**src/rtl/gf2_pkg.sv**
```systemverilog
// Shared types, widths and helper functions for the GF(2) polynomial divider.
package gf2_pkg;

  localparam int unsigned N    = 117;
  localparam int unsigned DW   = 2 * N - 1;
  localparam int unsigned RW   = N - 1;
  localparam int unsigned DEGW = $clog2(N);
  localparam int unsigned CW   = $clog2(2 * N);

  typedef enum logic [1:0] {IDLE, DIV, DONE} state_t;

  typedef struct packed {
    logic          q;
    logic [RW-1:0] r;
  } step_t;

  // Index of the highest set coefficient; 0 for the zero polynomial.
  function automatic logic [DEGW-1:0] deg_of(input logic [N-1:0] b);
    logic [DEGW-1:0] d;
    d = '0;
    for (int unsigned i = 0; i < N; i++) begin
      if (b[i]) d = DEGW'(i);
    end
    return d;
  endfunction

  // One long-division step; coefficient d of the shifted remainder is cancelled.
  function automatic step_t gf2_step(input logic [RW-1:0] r, input logic din,
                                     input logic [N-1:0] b, input logic [DEGW-1:0] d);
    logic [N-1:0] t;
    step_t        s;
    t   = {r, din};
    s.q = t[d];
    s.r = RW'(t ^ (s.q ? b : '0));
    return s;
  endfunction

endpackage

```
**src/rtl/gf2_poly_div_deg_enc.sv**
```systemverilog
// Priority encoder: degree of an N-bit polynomial plus a zero flag.
module gf2_deg_enc
  import gf2_pkg::*;
(
  input  logic [N-1:0]    b,
  output logic [DEGW-1:0] d_c,
  output logic            zero_c
);

  assign d_c    = deg_of(b);
  assign zero_c = (b == '0);

endmodule

```
**src/rtl/gf2_poly_div.sv**
```systemverilog
// Sequential MSB-first GF(2) long divider: D = Q*B ^ R, deg R < deg B.
// GF2_DIV_RADIX4_EN selects two chained division steps per cycle.
module gf2_poly_div
  import gf2_pkg::*;
(
  input  logic          clk,
  input  logic          rst,
  input  logic          in_valid,
  output logic          in_ready,
  input  logic [DW-1:0] dividend,
  input  logic [N-1:0]  divisor,
  output logic          out_valid,
  input  logic          out_ready,
  output logic [DW-1:0] quotient,
  output logic [RW-1:0] remainder,
  output logic          div_by_zero
);

`ifdef GF2_DIV_RADIX4_EN
  localparam int unsigned CYC = (DW + 1) / 2;
`else
  localparam int unsigned CYC = DW;
`endif

  state_t          state, state_nx;
  logic [DW-1:0]   ds, ds_nx;
  logic [N-1:0]    b_q, b_nx;
  logic [DEGW-1:0] d_q, d_nx;
  logic [CW-1:0]   cnt, cnt_nx;
  logic [DW-1:0]   q_nx;
  logic [RW-1:0]   r_nx;
  logic            dbz_nx;
  logic [DEGW-1:0] enc_d;
  logic            enc_zero;
  step_t           s1;
`ifdef GF2_DIV_RADIX4_EN
  step_t           s2;
`endif

  gf2_deg_enc u_deg_enc (
    .b      (divisor),
    .d_c    (enc_d),
    .zero_c (enc_zero)
  );

  // Next-state and datapath update.
  always_comb begin
    state_nx = state;
    ds_nx    = ds;
    b_nx     = b_q;
    d_nx     = d_q;
    cnt_nx   = cnt;
    q_nx     = quotient;
    r_nx     = remainder;
    dbz_nx   = div_by_zero;
    s1       = gf2_step(remainder, ds[DW-1], b_q, d_q);
`ifdef GF2_DIV_RADIX4_EN
    s2       = gf2_step(s1.r, ds[DW-2], b_q, d_q);
`endif
    unique case (state)
      IDLE: begin
        if (in_valid && in_ready) begin
          ds_nx    = dividend;
          b_nx     = divisor;
          d_nx     = enc_d;
          cnt_nx   = CW'(CYC);
          q_nx     = '0;
          r_nx     = '0;
          dbz_nx   = enc_zero;
          state_nx = enc_zero ? DONE : DIV;
        end
      end
      DIV: begin
`ifdef GF2_DIV_RADIX4_EN
        // Odd dividend length: the first cycle consumes a single bit.
        if (cnt == CW'(CYC)) begin
          r_nx  = s1.r;
          q_nx  = {quotient[DW-2:0], s1.q};
          ds_nx = ds << 1;
        end else begin
          r_nx  = s2.r;
          q_nx  = {quotient[DW-3:0], s1.q, s2.q};
          ds_nx = ds << 2;
        end
`else
        r_nx  = s1.r;
        q_nx  = {quotient[DW-2:0], s1.q};
        ds_nx = ds << 1;
`endif
        cnt_nx = cnt - CW'(1);
        if (cnt == CW'(1)) state_nx = DONE;
      end
      DONE: begin
        if (out_ready) state_nx = IDLE;
      end
      default: state_nx = IDLE;
    endcase
  end

  // State, datapath and registered outputs.
  always_ff @(posedge clk) begin
    if (rst) begin
      state       <= IDLE;
      ds          <= '0;
      b_q         <= '0;
      d_q         <= '0;
      cnt         <= '0;
      quotient    <= '0;
      remainder   <= '0;
      div_by_zero <= 1'b0;
      in_ready    <= 1'b1;
      out_valid   <= 1'b0;
    end else begin
      state       <= state_nx;
      ds          <= ds_nx;
      b_q         <= b_nx;
      d_q         <= d_nx;
      cnt         <= cnt_nx;
      quotient    <= q_nx;
      remainder   <= r_nx;
      div_by_zero <= dbz_nx;
      in_ready    <= (state_nx == IDLE);
      out_valid   <= (state_nx == DONE);
    end
  end

endmodule

```
**config.mk**
```make
export PLATFORM = sky130hd
export DESIGN_NAME = gf2_poly_div
export DESIGN_NICKNAME = d
export VERILOG_FILES = /design/src/rtl/gf2_pkg.sv /design/src/rtl/gf2_poly_div_deg_enc.sv /design/src/rtl/gf2_poly_div.sv
export SDC_FILE = /design/constraint.sdc
export NUM_CORES = 2
export LEC_CHECK = 0
export ABC_AREA = 1
export CORE_AREA = 2 2 272 274
export DETAILED_ROUTE_END_ITERATION = 12
export DIE_AREA = 0 0 274 276
export GPL_TIMING_DRIVEN = 1
export PLACE_DENSITY = 0.68
export SETUP_SLACK_MARGIN = 0.2
export SYNTH_ARGS = -nofsm -noshare
export SYNTH_HDL_FRONTEND = slang
export SYNTH_SLANG_ARGS = --single-unit
```
**constraint.sdc**
```tcl
create_clock -name clk -period 7.9 [get_ports clk]
set_input_delay 1.58 -clock clk [delete_from_list [all_inputs] [get_ports clk]]
set_output_delay 1.58 -clock clk [all_outputs]
set_load 0.02 [all_outputs]
```
==> impl_metrics.py <==
metrics = {
    "cts": {
        "cts_buffer_depth": 3,
        "post_cts_resize_count": 0,
        "cts_setup_buffers": 0,
        "worst_skew_pair.late_latency_ps": 620,
        "h-tree-depth": 3,
        "cts_buffers": 81,
        "postCtsHoldBufs": 0,
        "cts.root.buffer_cell": "clkbuf_16",
        "clock_tree_from_tritoncts": "done",
        "clk_pin_slew_ps": 60,
        "cts_sinks": 718,
    },
    "power": {
        "vdd.ir_drop.worst_mv": 0.188,
        "switching_share": 0.300,
        "pwr-share-comb": 0.174,
        "power_leakage_nw": 14.3,
        "power_frac_seq": 0.433,
        "switchingPower_mw": 2.88,
        "clockPowerShare": 0.393,
        "cellInternalPower_mw": 6.72,
        "power_density_nw_per_um2": 239,
    },
    "synth": {
        "synth_edf_count": 0,
        "synth.yosys.warnings": 0,
        "library_cell_occupying_the_most_area_in_the_post_synthesis_netlist": "dfxtp_1",
        "ys_seq_elements": 718,
        "synth.avg_cell_area_um2": 6.98,
        "postSynth.topFlopCell": "dfxtp_1",
        "yosys.cell_types.count": 32,
        "seq_area_frac_synth": 0.477,
        "synthCells": 4311,
        "post_synth_arst_share": 0,
        "synth_area_um2": 30100,
        "top_cells_by_area_in_the_synthesized_netlist": "dfxtp_1 (48%), nand2_1 (17%), a21oi_1 (10%)",
        "top_cell_type_s_share_of_synthesized_area": 0.477,
        "synth.net_count": 4667,
    },
    "hold_path": {
        "timing.hold.worst.class": "reg2reg",
    },
    "critical_path": {
        "critPathCaptureType": "flip-flop",
        "worstPathRequired_ps": 8420,
        "cp_data_arrival_time_ps": 7650,
        "critPathMostFrequentCell": "nand2_1",
        "crit_path_max_incr_delay_ps": 490,
        "crit_path_top_delay_cell": "clkdlybuf4s50_1",
        "timing.critical_path.from_type": "input pin",
        "critPathMaxFanout": 2,
        "path_class": "in2reg",
    },
    "timing": {
        "final_hold_viol_count": 0,
        "maxClockFrequency_mhz": 140,
        "finalSetupViolations": 0,
        "slew_of_the_pin_with_the_lowest_slew_margin_ps": 1340,
        "fin_worst_hold_slack_ps": 462,
        "final.setup.tns_ps": 0,
        "final_min_period_over_clock_period": 0.902,
        "finalClockSkew_ps": 24.2,
        "unrepaired_setup_endpoints_after_global_routing": "true",
        "timing.final.max_slew_violations": 0,
        "final.setup.worst_slack_ps": 772,
        "relSlewSlack": 0.108,
        "fin_crit_ps": 7130,
    },
    "die": {
        "floorplan.rows": 99,
        "initial_utilization": 0.415,
        "coreArea_um2": 72600,
        "floorplan.die_area_um2": 75600,
        "die-width_um": 274,
        "top_level_ports": 706,
        "die_y_um": 276,
    },
    "placed_design": {
        "hpwl_mm": 72.3,
        "pre_cts_ws_ps": -29.7,
        "portBuffers": 705,
        "gp_congestion": 0.890,
    },
    "detailed_routing": {
        "wire_per_inst_um": 18.5,
        "dr_total_vias": 30900,
        "final_antenna_net_count": 0,
        "drt_first_iter_violations": 2673,
        "drc": 0,
        "detail_route.first_pass.iterations": 8,
        "route.final.wire_length_mm": 108,
        "drt-vias-per-instance": 5.29,
    },
    "finish": {
        "drive_gt1_frac": 0.0418,
        "num-fill-cells": 7013,
        "area_growth_syn_to_layout_pct": 33.5,
        "design.final.nets": 5153,
    },
    "global_route": {
        "grt_antenna_before_repair": 32,
        "grt-ovfl-total": 0,
        "vias_in_the_first_global_route": 28300,
        "pin_count_of_the_biggest_net_entering_global_routing": 248,
        "wire_length_of_the_first_global_routing_pass_mm": 165,
        "globalRouteTotalUtil": 0.274,
    },
    "outcome": {
        "run_status": "finished clean",
    },
    "flow_run": {
        "max_cap_violations": 0,
    },
}
-- worst paths after layout --
kind,to,slack [ps],cells after the start,start
worst max-delay path,d_q[0]$_SDFFE_PP0P_,770,111,divisor[9]
worst min-delay path,ds[134]$_SDFFE_PP0P_,460,2,ds[133]$_SDFFE_PP0P_
worst max register to register,remainder[41]$_SDFFE_PP0P_,3210,13,d_q[1]$_SDFFE_PP0P_
worst min register to register,ds[134]$_SDFFE_PP0P_,460,2,ds[133]$_SDFFE_PP0P_
-- logic make-up after synthesis --
group | after synthesis | share of synthesized area
AND/OR/NAND/NOR | 1748 | 0.223
AO/OA/AOI/OAI | 1353 | 0.238
flip-flops | 718 | 0.477
buffers and inverters | 489 | 0.0611
adder cells (fa/ha/maj) | 2 | 0.000831
multiplexers | 1 | 0.000374
-- layout by cell type, fill, tap and decap left out, types with 2 or more instances in the layout --
cell	instances
buf_12	5
o22ai_1	22
nand3_1	105
o31ai_1	2
clkbuf_8	20
diode_2	25
clkinv_2	12
clkbuf_16	84
nor4_1	3
a31oi_1	238
o21ai_0	388
clkdlybuf4s50_1	696
o21ai_1	74
dfxtp_1	717
o21bai_1	3
inv_16	2
clkbuf_1	23
nand2_1	1386
nor3_1	3
buf_4	23
ha_1	2
inv_6	2
nor2_1	247
a21oi_1	614
inv_2	39
o211ai_1	2
inv_8	3
dlymetal6s2s_1	7
bufinv_16	2
inv_1	115
nor2_4	2
a221oi_1	3
-- stage by stage --
step	area [µm²]	util	power [mW]	instances
CTS	40100	0.553	9.65	5819
detailed placement	37500	0.516	5.88	5673
global placement	37500	0.516	5.86	5673
floorplan	30100	-	5.31	4311
finish	40200	0.554	9.60	5844
global route	40200	0.554	10.0	5842
-- state kept, by name, indices dropped and copies added, names as in the netlist --
| signal | flops |
|---|---|
| ds | 233 |
| cnt | 8 |
| out_valid | 1 |
| state | 2 |
| quotient | 233 |
| b_q | 116 |
| remainder | 116 |
| div_by_zero | 1 |
| d_q | 7 |
| in_ready | 1 |
-- layout make-up --
class                      instances  area, µm²  share of cell area
antenna                           25       62.6             0.00156
sequential                       718      14400               0.358
clock buffer                     127       2460              0.0613
tap                              959       1200              0.0299
clock inverter                    19        194             0.00482
inverter                         159        627              0.0156
timing repair buffer             733       7350               0.183
multi-input combinational       3104      13900               0.346
-- Yosys cell counts, types with 2 or more instances --
cell	instances
nor4_1	3
o211ai_1	2
a221oi_1	3
nor2_1	249
a21oi_1	614
a31oi_1	238
o22ai_1	22
o31ai_1	2
clkbuf_1	318
o21ai_0	388
ha_1	2
nor3_1	3
nand3_1	105
inv_1	117
o21ai_1	74
nand2_1	1387
inv_2	40
dfxtp_1	718
buf_1	10
buf_2	2
o21bai_1	3
-- worst max-delay path, delay by kind of cell --
family | cells | cell delay (ps)
compound gates | 1 | 130
simple gates | 108 | 5430
buf+inv | 2 | 530
-- layer usage --
layer  GRT usage  wire (µm)  part of all wire  vias up
met5           0        101           0.00093        -
met1       0.334      44000              0.41    14400
met4       0.106       3780             0.035       14
met2       0.462      52400              0.48      964
li1            -          -                 -    15400
met3      0.0673       8020             0.074      209
-- power by group through the flow --
stage          combinational, mW  sequential (mW)  clock (mW)
6_report                    1.67             4.16        3.77
5_1_grt                     1.86             4.20        3.99
4_1_cts                     1.66             4.15        3.84
3_5_place_dp                1.66             4.22           0
3_3_place_gp                1.64             4.22           0
2_1_floorplan               1.12             4.18           0
Power figures use the tool's default switching activity.
